===== src/rtl/branch_predict_ctrl.sv =====
// Direct-mapped 2-bit BHT + tagged BTB predictor with MEM-stage resolve,
// mispredict flush/redirect generation and saturating branch statistics.
module branch_predict_ctrl #(
  parameter int IDX_BITS = 4,
  parameter int TAG_BITS = 26,
  parameter int STAT_W   = 16
) (
  input  logic              CLK,
  input  logic              RST,
  input  logic [31:0]       f_pc,
  output logic              pred_taken,
  output logic [31:0]       pred_target,
  input  logic              r_valid,
  input  logic              r_stall,
  input  logic              r_branch,
  input  logic              r_bne,
  input  logic              r_zero,
  input  logic [31:0]       r_pc,
  input  logic [31:0]       r_target,
  input  logic              r_pred_taken,
  input  logic [31:0]       r_pred_target,
  output logic              flushFD,
  output logic              flushDE,
  output logic              flushEM,
  output logic              redirect_en,
  output logic [31:0]       redirect_pc,
  output logic [STAT_W-1:0] stat_branches,
  output logic [STAT_W-1:0] stat_mispred
);

  localparam int N = 1 << IDX_BITS;

  logic [1:0]          bht     [N];
  logic                btb_v   [N];
  logic [TAG_BITS-1:0] btb_tag [N];
  logic [31:0]         btb_tgt [N];

  logic [IDX_BITS-1:0] f_idx;
  logic [TAG_BITS-1:0] f_tag;
  logic [IDX_BITS-1:0] r_idx;
  logic [TAG_BITS-1:0] r_tag;
  logic                hit;
  logic                ev;
  logic                act;
  logic                mis;
  logic [31:0]         act_pc;
  logic                unused_bits;

  assign f_idx = f_pc[IDX_BITS+1:2];
  assign f_tag = f_pc[31:IDX_BITS+2];
  assign r_idx = r_pc[IDX_BITS+1:2];
  assign r_tag = r_pc[31:IDX_BITS+2];
  assign unused_bits = ^{f_pc[1:0], r_pc[1:0]};

  // Lookup reads the pre-edge tables; a same-cycle training write is not forwarded.
  assign hit         = btb_v[f_idx] && (btb_tag[f_idx] == f_tag);
  assign pred_taken  = hit && bht[f_idx][1];
  assign pred_target = pred_taken ? btb_tgt[f_idx] : f_pc + 32'd4;

  assign ev     = r_valid && r_branch && !r_stall && !RST;
  assign act    = r_bne ? !r_zero : r_zero;
  assign act_pc = act ? r_target : r_pc + 32'd4;
  assign mis    = ev && ((act != r_pred_taken) || (act && (r_pred_target != r_target)));

  assign flushFD     = mis;
  assign flushDE     = mis;
  assign flushEM     = mis;
  assign redirect_en = mis;
  assign redirect_pc = mis ? act_pc : 32'd0;

  always_ff @(posedge CLK) begin
    if (RST) begin
      for (int i = 0; i < N; i++) begin
        bht[i]     <= 2'b01;
        btb_v[i]   <= 1'b0;
        btb_tag[i] <= '0;
        btb_tgt[i] <= '0;
      end
      stat_branches <= '0;
      stat_mispred  <= '0;
    end else begin
      if (ev) begin
        if (act) begin
          if (bht[r_idx] != 2'b11) bht[r_idx] <= bht[r_idx] + 2'd1;
          btb_v[r_idx]   <= 1'b1;
          btb_tag[r_idx] <= r_tag;
          btb_tgt[r_idx] <= r_target;
        end else if (bht[r_idx] != 2'b00) begin
          bht[r_idx] <= bht[r_idx] - 2'd1;
        end
        if (stat_branches != '1) stat_branches <= stat_branches + 1'b1;
      end
      if (mis && (stat_mispred != '1)) stat_mispred <= stat_mispred + 1'b1;
    end
  end

endmodule

===== config.mk =====
export PLATFORM = sky130hd
export DESIGN_NAME = branch_predict_ctrl
export DESIGN_NICKNAME = d
export VERILOG_FILES = /design/src/rtl/branch_predict_ctrl.sv
export SDC_FILE = /design/constraint.sdc
export NUM_CORES = 2
export LEC_CHECK = 0
export CORE_MARGIN = 10
export CORE_UTILIZATION = 30
export CTS_CLUSTER_SIZE = 10
export DETAILED_ROUTE_END_ITERATION = 6
export HOLD_SLACK_MARGIN = 0.03
export PLACE_DENSITY_LB_ADDON = 0.3
export SLEW_MARGIN = 25
export SYNTH_ARGS = -nofsm -noshare
export SYNTH_HDL_FRONTEND = slang
export SYNTH_SLANG_ARGS = --single-unit
export TNS_END_PERCENT = 50

===== constraint.sdc =====
create_clock -name CLK -period 17.82 [get_ports CLK]
set_clock_uncertainty 0.2 [all_clocks]
set_input_delay 3.564 -clock CLK [delete_from_list [all_inputs] [get_ports CLK]]
set_output_delay 3.564 -clock CLK [all_outputs]
set_load 0.02 [all_outputs]

==> impl_summary.txt <==
----------------------------------------------------
[Status]
  Run status ... finished clean

[Power]
  Share of power burned in registers ... between 50% and 60%
  Maximum vdd drop ... between 70 and 80 uV
  Clock power share ... approximately 40%
  Cell-internal power ... 0.004103 W
  Total power density per cell area ... 95.80 mW/mm^2
  Combinational cell fraction of total power ... roughly a tenth
  Switching Share ... approximately a quarter
  Overall power ... 0.005404 W
  Switching power ... 0.001301 W
  Leakage power ... 19.25 nW

[Worst hold path]
  Tightest Hold Check Type ... flop to flop
  Source of the worst hold timing path ... btb_v[3]$_DFF_P_

[Final layout]
  Layout Cell Area excl Fill ... 0.05641 sq mm
  Fraction of layout instances using a drive strength above 1 ... 15.58%
  Layout Nets ... 3624
  Final core utilization ... 34.73%
  Layout Area Growth over Synthesis ... 15.39%

[Synth]
  Number of flip-flops and latches in the synthesized netlist ... between 1000 and 1500
  Number of distinct standard cells referenced by the synthesized netlist ... just under 70
  Post-synthesis net count ... 3554
  Synth area leaders ... sky130_fd_sc_hd__edfxtp_1 59%, sky130_fd_sc_hd__mux4_2 12%, sky130_fd_sc_hd__and2_1 11%
  Ys async rst share ... 0%
  Average cell area after synthesis ... 14.33 sq um
  Share of Yosys cell area claimed by the top area cell type ... 58.97%
  Syn. warnings ... 0
  Synthesized cell area ... 0.04888 sq mm
  Cell count after synthesis ... 3411
  Ys flop type ... sky130_fd_sc_hd__edfxtp_1
  Post-synth top cells ... 960 x sky130_fd_sc_hd__edfxtp_1, 883 x sky130_fd_sc_hd__and2_1, 268 x sky130_fd_sc_hd__clkbuf_1
  Number of flops mapped to enable cells by yosys ... 960
  Leading area contributor after synthesis ... sky130_fd_sc_hd__edfxtp_1
  Share of synthesized area occupied by flip-flops and latches ... a little over 60%
  Most numerous cell in the Yosys netlist ... sky130_fd_sc_hd__edfxtp_1

[Worst setup path]
  Origin of the critical flop-to-flop path ... bht[15][0]$_SDFFCE_PN1P_
  Data arrival time of the critical path ... 9100 ps
  Critical path capture point type ... output port
  CP Launch Type ... input port
  Endpoint required time on the critical path ... 14060 ps
  Crit Path Class ... input port to output port
  Origin of the worst setup path ... f_pc[3]
  Crit path max fanout ... 77

[Timing]
  Final setup viols ... 0
  Final Hold Fails ... 0
  Minimum clock period after layout ... 12870 ps
  Max_slew headroom ... 27.54%
  Max-slew violations ... 0
  Setup tns final ... 0 ps
  Upper clock frequency limit ... 77.71 MHz
  Crit share post-route ... 72.22%
  Actual transition at the worst max-transition pin ... 1084 ps
  Least setup slack across all paths after layout ... 4951 ps
  RSZ-0062 raised after global routing ... no

[GRT]
  Remaining global-route overflow ... 0
  Antenna violations before repair ... 18
  GRT Resource Usage Total ... between 10% and 20%
  Global-route wire length before repair ... 242100 um
  Largest net degree at the start of global routing ... 106
  Via count of the first global-routing pass ... around 31000

[Drt]
  Total Routed Length ... 172900 um
  Average via count per standard cell ... 5.198
  Number of nets still failing antenna checks after routing ... 0
  DR pass1 iterations ... 5
  DRC violations left ... 0
  Via count ... 29680
  Iter 0 DRT Violations ... 3341
  Final routed wire length divided by cell count ... about 30 um

[Floorplanning]
  Horizontal die dimension ... roughly 420 um
  Die Height ... 423.7 um
  Starting density of the core ... between 30% and 40%
  Number of I/O pins ... 237
  Total number of placement rows ... 148
  Die outline area ... 0.1795 sq mm
  Core ar. ... between 0.15 and 0.2 sq mm

[Clock network]
  H-tree level count ... 3
  Num CTS Buffers ... ~120
  Clock slew seen by the registers of the worst setup and hold paths ... about 60 ps
  Hold buffer count at cts ... 0
  Number of gates given a new drive strength after cts ... 0
  Skew-Pair Late Insertion Delay ... 710 ps
  TritonCTS clock tree ... done
  Number of buffers inserted by post-CTS setup repair ... 0
  Sink Count ... ~1000
  Maximum clock insertion buffer count ... 3
  Clock tree root driver cell ... sky130_fd_sc_hd__clkbuf_16

[Placement]
  Port Buf Inserts ... 236
  Placed cell areas ... 0.05317 sq mm
  HPWL Detailed ... roughly 100000 um
  RD Place Congestion ... 0.8394
  Post-place setup slack ... 5022 ps

[Run]
  Number of maximum-capacitance violations ... 0

----------------------------------------------------
==> state kept, by name (all words and copies together), names as in the netlist <==
| signal | count |
|---|---|
| bht | 32 |
| btb_tag | 416 |
| btb_tgt | 512 |
| btb_v | 16 |
| stat_branches | 16 |
| stat_mispred | 16 |
==> critical path: stages <==
cell                              delay, ps
sky130_fd_sc_hd__buf_8                  460
sky130_fd_sc_hd__buf_4                  770
sky130_fd_sc_hd__nor2b_1                660
sky130_fd_sc_hd__a22oi_1                220
sky130_fd_sc_hd__o2111a_1               200
sky130_fd_sc_hd__nor4_1                 320
sky130_fd_sc_hd__o2111ai_1              210
sky130_fd_sc_hd__or4b_4                 540
sky130_fd_sc_hd__nor4b_4                270
sky130_fd_sc_hd__buf_4                  690
sky130_fd_sc_hd__mux2_2                 410
sky130_fd_sc_hd__clkdlybuf4s50_1        540
==> placed cells by master, fill, tap and decap left out, types with 5 or more instances in the layout <==
cell	count
sky130_fd_sc_hd__o21ai_0	18
sky130_fd_sc_hd__edfxtp_1	960
sky130_fd_sc_hd__and2_1	883
sky130_fd_sc_hd__mux2i_1	74
sky130_fd_sc_hd__or2_4	15
sky130_fd_sc_hd__nand3_1	66
sky130_fd_sc_hd__o211ai_1	8
sky130_fd_sc_hd__nand4_1	26
sky130_fd_sc_hd__o22ai_1	13
sky130_fd_sc_hd__and4_1	7
sky130_fd_sc_hd__mux2_4	29
sky130_fd_sc_hd__nor2b_1	9
sky130_fd_sc_hd__nor4_1	12
sky130_fd_sc_hd__clkinv_1	12
sky130_fd_sc_hd__xor2_1	45
sky130_fd_sc_hd__clkbuf_16	118
sky130_fd_sc_hd__a22oi_1	5
sky130_fd_sc_hd__mux4_2	258
sky130_fd_sc_hd__and3_1	77
sky130_fd_sc_hd__dfxtp_1	48
sky130_fd_sc_hd__inv_1	24
sky130_fd_sc_hd__nand2_1	95
sky130_fd_sc_hd__nor2_1	91
sky130_fd_sc_hd__clkbuf_1	31
sky130_fd_sc_hd__a21o_1	15
sky130_fd_sc_hd__nor3_1	23
sky130_fd_sc_hd__and3_4	15
sky130_fd_sc_hd__a22o_1	6
sky130_fd_sc_hd__mux2_2	14
sky130_fd_sc_hd__diode_2	5
sky130_fd_sc_hd__ha_1	7
sky130_fd_sc_hd__xnor2_1	93
sky130_fd_sc_hd__nand2b_1	7
sky130_fd_sc_hd__a311oi_1	6
sky130_fd_sc_hd__a211oi_1	25
sky130_fd_sc_hd__clkdlybuf4s50_1	231
sky130_fd_sc_hd__or3_1	9
sky130_fd_sc_hd__a21oi_1	17
sky130_fd_sc_hd__buf_4	71
==> power by group through the flow <==
stage          registers, W  logic, W  clock network (W)
2_1_floorplan       0.00277  0.000294                  0
3_3_place_gp        0.00278  0.000524                  0
3_5_place_dp        0.00278  0.000524                  0
4_1_cts             0.00273  0.000525            0.00217
5_1_grt             0.00274  0.000543            0.00226
6_report            0.00273  0.000523            0.00215
==> path summary, 6_finish.rpt <==
| check | to | slack [ps] | depth (start not counted) |
|---|---|---|---|
| worst max-delay path | pred_target[31] | 4950 | 12 |
| worst min-delay path | btb_v[3]$_DFF_P_ | 260 | 1 |
| worst max register to register | bht[11][0]$_SDFFCE_PN1P_ | 14190 | 7 |
| worst min register to register | btb_v[3]$_DFF_P_ | 260 | 1 |
==> cell families (layout without fill, tap and decap cells) <==
kind of cell / after synthesis / in the layout / share of synthesized area [%]
flops: 1008 / 1008 / 60.94
mux: 377 / 377 / 14.72
compound gates: 147 / 147 / 2.150
fa+ha+maj: 7 / 7 / 0.1792
other cells: 0 / 5 / 0
buf+inv: 382 / 502 / 3.304
simple gates: 1351 / 1351 / 16.21
xor+xnor: 139 / 139 / 2.491
==> layout make-up <==
cell class | count | area (sq um)
repair buffers | 309 | 2937
clock buffers | 150 | 3083
flip-flops and latches | 1008 | 29790
diodes | 5 | 12.51
clock inverters | 17 | 142.6
fillers | 15600 | 106000
well taps | 2175 | 2721
inverters | 26 | 100.1
multi-input cells | 2021 | 17620
==> routing by layer <==
metal / share of wire, % / vias to the layer above / GRT usage, %
li1: - / 12590 / -
met1: 39 / 15520 / 23.48
met2: 49 / 1259 / 32.01
met3: 6.8 / 320 / 2.860
met4: 5.3 / 0 / 8.172
met5: 0 / - / 0
==> metrics by stage <==
| step | std cells | hold WS, ps |
|---|---|---|
| after floorplan | 3411 | 230.6 |
| after global placement | 5538 | 236.0 |
| after detailed placement | 5539 | 242.7 |
| after CTS | 5706 | 255.6 |
| after global routing | 5708 | 263.7 |
| final | 5711 | 255.5 |
No activity file was read; power rests on OpenSTA's default activity.
